### src/rtl/bird_launch_sequencer_if.sv
// ---------------------------------------------------------------------------
// bird_launch_sequencer_if
//   Groups the player/game-side signals of the bird launch sequencer.
//
//   fire_the_bird : fire key level, synchronous to clk
//   new_round     : synchronous reload / abort request (level)
//   bird_done     : per-bird "flight finished" flags
//   bird_shoot    : one-hot, one-cycle launch pulse per bird
//   current_bird  : index of the next or active bird
//   birds_left    : birds not yet launched this round
//   in_flight     : high while a bird is flying
//   out_of_birds  : high once the round is exhausted
//
//   master : the side that drives the key inputs and consumes the status
//   slave  : the sequencer itself
// ---------------------------------------------------------------------------
interface bird_launch_sequencer_if #(
  parameter int NUM_BIRDS = 4
);
  localparam int IDX_W = $clog2(NUM_BIRDS);
  localparam int CNT_W = $clog2(NUM_BIRDS + 1);

  logic                 fire_the_bird;
  logic                 new_round;
  logic [NUM_BIRDS-1:0] bird_done;
  logic [NUM_BIRDS-1:0] bird_shoot;
  logic [IDX_W-1:0]     current_bird;
  logic [CNT_W-1:0]     birds_left;
  logic                 in_flight;
  logic                 out_of_birds;

  modport master (
    output fire_the_bird, new_round, bird_done,
    input  bird_shoot, current_bird, birds_left, in_flight, out_of_birds
  );

  modport slave (
    input  fire_the_bird, new_round, bird_done,
    output bird_shoot, current_bird, birds_left, in_flight, out_of_birds
  );
endinterface

### src/rtl/bird_launch_sequencer.sv
// ---------------------------------------------------------------------------
// bird_launch_sequencer
//   Turns fire-key rising edges into one-cycle one-hot launch pulses, issuing
//   birds 0..NUM_BIRDS-1 in order. A launch is only accepted from IDLE; the
//   block then waits for the active bird to finish (or time out), spends
//   COOLDOWN_CYCLES clocks in COOLDOWN, and either returns to IDLE or, once
//   every bird is used, parks in EMPTY until new_round reloads it.
//
//   Ports:
//     clk    : system clock
//     resetN : asynchronous active-low reset
//     bus    : slave side of bird_launch_sequencer_if (key inputs, bird
//              flags, launch pulses and status outputs)
// ---------------------------------------------------------------------------
module bird_launch_sequencer #(
  parameter int NUM_BIRDS       = 4,
  parameter int COOLDOWN_CYCLES = 16,
  parameter int FLIGHT_TIMEOUT  = 0
) (
  input  logic                     clk,
  input  logic                     resetN,
  bird_launch_sequencer_if.slave   bus
);

  localparam int IDX_W = $clog2(NUM_BIRDS);
  localparam int CNT_W = $clog2(NUM_BIRDS + 1);
  localparam int T_MAX = (COOLDOWN_CYCLES > FLIGHT_TIMEOUT) ? COOLDOWN_CYCLES : FLIGHT_TIMEOUT;
  localparam int TW    = (T_MAX < 1) ? 1 : $clog2(T_MAX + 1);

  localparam logic [TW-1:0]        COOL_LAST = TW'(COOLDOWN_CYCLES - 1);
  localparam logic [TW-1:0]        TO_LAST   = TW'((FLIGHT_TIMEOUT > 0) ? FLIGHT_TIMEOUT - 1 : 0);
  localparam logic [IDX_W-1:0]     LAST_BIRD = IDX_W'(NUM_BIRDS - 1);
  localparam logic [CNT_W-1:0]     FULL_LOAD = CNT_W'(NUM_BIRDS);
  localparam logic [NUM_BIRDS-1:0] ONE_HOT0  = NUM_BIRDS'(1);

  typedef enum logic [1:0] {
    IDLE     = 2'd0,
    FLIGHT   = 2'd1,
    COOLDOWN = 2'd2,
    EMPTY    = 2'd3
  } state_t;

  state_t               state_q;
  logic                 fire_q;
  logic [TW-1:0]        timer_q;
  logic [NUM_BIRDS-1:0] bird_shoot_q;
  logic [IDX_W-1:0]     current_bird_q;
  logic [CNT_W-1:0]     birds_left_q;
  logic                 in_flight_q;
  logic                 out_of_birds_q;

  logic press;
  logic done_hit;
  logic timeout_hit;

  assign press = bus.fire_the_bird & ~fire_q;

  // The launch pulse is only high during the first FLIGHT cycle, so a zero
  // pulse register marks "second FLIGHT cycle or later", which is when the
  // bird's done flag starts to count.
  assign done_hit    = (bird_shoot_q == '0) && bus.bird_done[current_bird_q];
  assign timeout_hit = (FLIGHT_TIMEOUT != 0) && (timer_q == TO_LAST);

  always_ff @(posedge clk or negedge resetN) begin
    if (!resetN) begin
      state_q        <= IDLE;
      fire_q         <= 1'b1;  // a key held through reset must not fire
      timer_q        <= '0;
      bird_shoot_q   <= '0;
      current_bird_q <= '0;
      birds_left_q   <= FULL_LOAD;
      in_flight_q    <= 1'b0;
      out_of_birds_q <= 1'b0;
    end else begin
      fire_q       <= bus.fire_the_bird;
      bird_shoot_q <= '0;  // pulses last a single cycle
      if (bus.new_round) begin
        state_q        <= IDLE;
        timer_q        <= '0;
        current_bird_q <= '0;
        birds_left_q   <= FULL_LOAD;
        in_flight_q    <= 1'b0;
        out_of_birds_q <= 1'b0;
      end else begin
        case (state_q)
          IDLE: begin
            if (press) begin
              bird_shoot_q <= ONE_HOT0 << current_bird_q;
              birds_left_q <= birds_left_q - CNT_W'(1);
              timer_q      <= '0;
              state_q      <= FLIGHT;
              in_flight_q  <= 1'b1;
            end
          end
          FLIGHT: begin
            if (done_hit || timeout_hit) begin
              state_q     <= COOLDOWN;
              timer_q     <= COOL_LAST;
              in_flight_q <= 1'b0;
            end else if (FLIGHT_TIMEOUT != 0) begin
              timer_q <= timer_q + TW'(1);
            end
          end
          COOLDOWN: begin
            if (timer_q == '0) begin
              current_bird_q <= (current_bird_q == LAST_BIRD) ? '0 : current_bird_q + IDX_W'(1);
              if (birds_left_q == '0) begin
                state_q        <= EMPTY;
                out_of_birds_q <= 1'b1;
              end else begin
                state_q <= IDLE;
              end
            end else begin
              timer_q <= timer_q - TW'(1);
            end
          end
          EMPTY: begin
            // Parked until new_round.
          end
          default: state_q <= IDLE;
        endcase
      end
    end
  end

  assign bus.bird_shoot   = bird_shoot_q;
  assign bus.current_bird = current_bird_q;
  assign bus.birds_left   = birds_left_q;
  assign bus.in_flight    = in_flight_q;
  assign bus.out_of_birds = out_of_birds_q;

endmodule

### src/flat_wrapper.sv
// flat-port wrapper written by rule: the top's interface ports become plain ports
module bird_launch_sequencer_flat 
#(
  parameter int NUM_BIRDS       = 4,
  parameter int COOLDOWN_CYCLES = 16,
  parameter int FLIGHT_TIMEOUT  = 0
)
  (clk, resetN, bus_fire_the_bird, bus_new_round, bus_bird_done, bus_bird_shoot, bus_current_bird, bus_birds_left, bus_in_flight, bus_out_of_birds);
  bird_launch_sequencer_if #(.NUM_BIRDS(NUM_BIRDS)) bus_i ();
  input  logic clk;
  input  logic resetN;
  input wire logic [$bits(bus_i.fire_the_bird)-1:0] bus_fire_the_bird;
  input wire logic [$bits(bus_i.new_round)-1:0] bus_new_round;
  input wire logic [$bits(bus_i.bird_done)-1:0] bus_bird_done;
  output wire logic [$bits(bus_i.bird_shoot)-1:0] bus_bird_shoot;
  output wire logic [$bits(bus_i.current_bird)-1:0] bus_current_bird;
  output wire logic [$bits(bus_i.birds_left)-1:0] bus_birds_left;
  output wire logic [$bits(bus_i.in_flight)-1:0] bus_in_flight;
  output wire logic [$bits(bus_i.out_of_birds)-1:0] bus_out_of_birds;
  assign bus_i.fire_the_bird = bus_fire_the_bird;
  assign bus_i.new_round = bus_new_round;
  assign bus_i.bird_done = bus_bird_done;
  assign bus_bird_shoot = bus_i.bird_shoot;
  assign bus_current_bird = bus_i.current_bird;
  assign bus_birds_left = bus_i.birds_left;
  assign bus_in_flight = bus_i.in_flight;
  assign bus_out_of_birds = bus_i.out_of_birds;
  bird_launch_sequencer #(.NUM_BIRDS(NUM_BIRDS), .COOLDOWN_CYCLES(COOLDOWN_CYCLES), .FLIGHT_TIMEOUT(FLIGHT_TIMEOUT)) u_core (.clk(clk), .resetN(resetN), .bus(bus_i));
endmodule
### config.mk
export PLATFORM = sky130hd
export DESIGN_NAME = bird_launch_sequencer_flat
export DESIGN_NICKNAME = d
export VERILOG_FILES = /design/src/rtl/bird_launch_sequencer_if.sv /design/src/rtl/bird_launch_sequencer.sv /design/src/flat_wrapper.sv
export SDC_FILE = /design/constraint.sdc
export NUM_CORES = 1
export LEC_CHECK = 0
export ABC_AREA = 1
export CAP_MARGIN = 10
export CORE_AREA = 5 5 60 62
export DETAILED_ROUTE_END_ITERATION = 6
export DIE_AREA = 0 0 65 67
export HOLD_SLACK_MARGIN = 0.15
export PLACE_DENSITY = 0.67
export SETUP_SLACK_MARGIN = 0.5
export SLEW_MARGIN = 20
export SYNTH_ARGS = -nofsm -noshare
export SYNTH_HDL_FRONTEND = slang
export SYNTH_SLANG_ARGS = --single-unit
### constraint.sdc
create_clock -name clk -period 2.2 [get_ports clk]
set_input_delay 0.44 -clock clk [delete_from_list [all_inputs] [get_ports clk]]
set_output_delay 0.44 -clock clk [all_outputs]
set_load 0.005 [all_outputs]
==> metrics.csv <==
stage;metric;value;unit
sta;fin. max-slew vios;0;
critical_path;Worst R2R Start;u_core.state_q[0];
critical_path;Critical Path End Type;output pin;
sta;Clock Skews;11.52;ps
drt;# DRC;0;
sta;endpoints failing hold;0;
yosys;Post-synth EDFFs;0;
placed_design;# port buffers;18;
sta;FMAX;0.6079;GHz
floorplanning;Die Y;67;um
cts;Bufs on Longest Clock Path;2;
yosys;Synth Area in Simple Gates;27.74;%
critical_path;Critical Path End;bus_current_bird[1];
critical_path;crit-path max FO;2;
cts;CTS buffer count;3;
placed_design;DP Wirelength;1736;um
cts;CTS H-tree lvls;1;
yosys;most instantiated library cell after synthesis;nand2_1;
yosys;post-synthesis xor/xnor area fraction;0;%
yosys;synthesized area per cell;7.924;sq um
pwr;PwrDens;890.3;nW/um^2
global_routing;global-route wire length before repair;3891;um
final_layout;number of inserted diodes;0;
sta;# setup viols final;0;
yosys;Most used DFF post-synth;dfrtp_1;
run;# Max-Cap Violations;0;
drt;per-cell routed wire length;11.15;um
critical_path;Largest stage delay, worst path;510;ps
critical_path;R2R setup slack;670;ps
yosys;Syn Nets;162;
floorplanning;die width;65;um
critical_path;Crit path depth;1;
global_routing;vias in the first global route;924;
critical_path;CP arrival;1210;ps
final_layout;layout cells sized above 1;13.53;%
status;status;completed;
placed_design;RD Place Congestion;0.8132;
global_routing;largest net degree at the start of global routing;20;
yosys;sequential fraction of the synthesis area;41.89;%
cts;total clock sinks;19;
yosys;largest family of logic cells by synthesized area;simple AND/OR/NAND/NOR gates;
cts;CTS clk-pin slew, worst paths;130;ps
cts;Worst-Skew Late Latency;310;ps
drt;DR vias/cell;4.616;
pwr;maximum vdd ir drop;0.4295;mV
floorplanning;I/O pins;19;
pwr;leakage;0.6637;nW
yosys;post-synthesis mux area share;0;%
critical_path;Worst setup SP type;flip-flop;
yosys;post-synth cell types;18;
floorplanning;Initial Util;38.32;%
yosys;Post-Syn Area;1141;sq um
critical_path;Reg2Reg Capture Point;u_core.timer_q[3];
global_routing;initial antenna violation count;0;
critical_path;cells on worst reg2reg path;10;
placed_design;Place WS;340.7;ps
floorplanning;die footprint;4355;sq um
drt;DRT Wirelength;2264;um
yosys;dominant cell type by area after synthesis;dfrtp_1;
sta;RSZ-0062 raised after global routing;no;
drt;drt pass-1 iters;4;
yosys;Gate Count Post-Synth;144;
sta;part of the cycle the worst path needs;74.78;%
final_layout;Layout Cells excl Fill;203;
yosys;commonest cells in the netlist;nand2_1, inv_1, dfrtp_1;
sta;setup_tns;0;ps
yosys;Synth Area in Compound Gates;10.53;%
critical_path;Critical Path RT;1760;ps
drt;ANT nets after route;0;
yosys;adder-cell share of the synthesized area;10.96;%
critical_path;CP bufs+invs;1;
sta;min setup slack post-route;554.9;ps
sta;worst-margin pin slew;355.3;ps
yosys;synth top area cells;dfrtp_1, ha_1, nand2_1, inv_1, nor2_1;
sta;relative slew slack;76.24;%
final_layout;post-layout util;47.90;%
critical_path;Cell Chain, Critical Path;clkdlybuf4s50_1;
placed_design;dpl cells;196;
critical_path;path type of the worst setup path;flip-flop to output pin;
yosys;register bit count reported by yosys;19;
critical_path;critical path's top delay family;buffers and inverters;
hold_path;Min-Delay Path Class;input pin to asynchronous set/reset pin;
critical_path;worst setup path start;u_core.bus.current_bird[1];
sta;hold_ws;441.0;ps
floorplanning;std cell rows;20;
final_layout;Final Net Count;189;
floorplanning;core region area;2978;sq um
drt;DR iter-0 viols;31;
drt;DR vias;937;
global_routing;total track usage;11.39;%
final_layout;Layout area overhead;25.00;%
yosys;YS warnings;0;
global_routing;GRT overflow;0;
critical_path;slowest cell on the critical path;clkdlybuf4s50_1;
yosys;top-area cell type share of the netlist area;37.28;%
cts;Root Buffer;clkbuf_4;
sta;Period minus WS final;1645;ps
yosys;Post-synth ARST share;100.0;%
cts;CTS tree;yes;
routing by layer:
metal | share of wire [%] | wire length (um) | vias up | global-route usage (%)
met3 | 1.3 | 29 | 4 | 1.518
met5 | 0 | 0 | - | 0
met4 | 1.9 | 44 | 0 | 4.749
li1 | - | - | 504 | -
met2 | 48 | 1092 | 11 | 19.80
met1 | 48 | 1098 | 418 | 14.08
cells in the final DEF (no fill, tap or decap):
cell	instances
nand3_1	10
o21ai_0	10
a21oi_2	1
dfstp_2	2
dlygate4sd2_1	1
nand3_2	1
nand3_4	1
clkdlybuf4s50_1	17
nand2_4	1
a21oi_1	4
nand2_1	31
o21ai_1	7
nor2_1	16
inv_2	4
inv_1	23
buf_4	4
o22ai_1	1
nor2_4	5
clkbuf_4	3
dfrtp_1	17
ha_1	10
clkinvlp_4	1
power by group:
part | switching [W] | internal, W
Combinational | 0.000379 | 0.000246
Clock | 0.000120 | 0.0000693
Sequential | 0.0000427 | 0.000413
flip-flops by register name, indices dropped and copies added, names as in the netlist:
signal and count:
u_core.bus.birds_left 3, u_core.bus.in_flight 1, u_core.state_q 2, u_core.fire_q 1, u_core.bus.out_of_birds 1, u_core.bus.bird_shoot 4
u_core.timer_q 5, u_core.bus.current_bird 2
how the worst min path moves through the flow:
stage | from | to | cells after the start
after CTS | resetN | u_core.bus.birds_left[0] | 2
after floorplan | resetN | u_core.bus.bird_shoot[0] | 0
after global routing | resetN | u_core.bus.current_bird[0] | 2
after global placement | u_core.bus.in_flight | u_core.bus.in_flight | 2
final | resetN | u_core.bus.current_bird[0] | 2
after detailed placement | u_core.bus.in_flight | u_core.bus.in_flight | 2
logic make-up after synthesis:
kind of cell,after synthesis
buffers and inverters,27
flip-flops,19
AND/OR/NAND/NOR,65
AO/OA/AOI/OAI,23
adder cells (fa/ha/maj),10
cell type report:
cell class | instances | area [sq um]
fill | 277 | 1551
inverter | 27 | 101.3
multi-input combinational | 98 | 566.8
timing repair buffer | 22 | 209.0
clock buffer | 3 | 22.52
sequential | 19 | 478.0
clock inverter | 1 | 7.507
tap | 33 | 41.29
through the flow:
stage	area, sq um	power [W]
4_1_cts	1421	0.001276
5_1_grt	1426	0.001386
6_report	1426	0.001270
3_5_place_dp	1370	0.001079
2_1_floorplan	1141	0.0009016
3_3_place_gp	1370	0.001067
timing repair:
item                                    CTS  global route
resized for setup                         1             1
endpoints found under the setup margin    3             2
buffers inserted                          3             0
hold buffers                              0             0
Power figures use the tool's default switching activity.
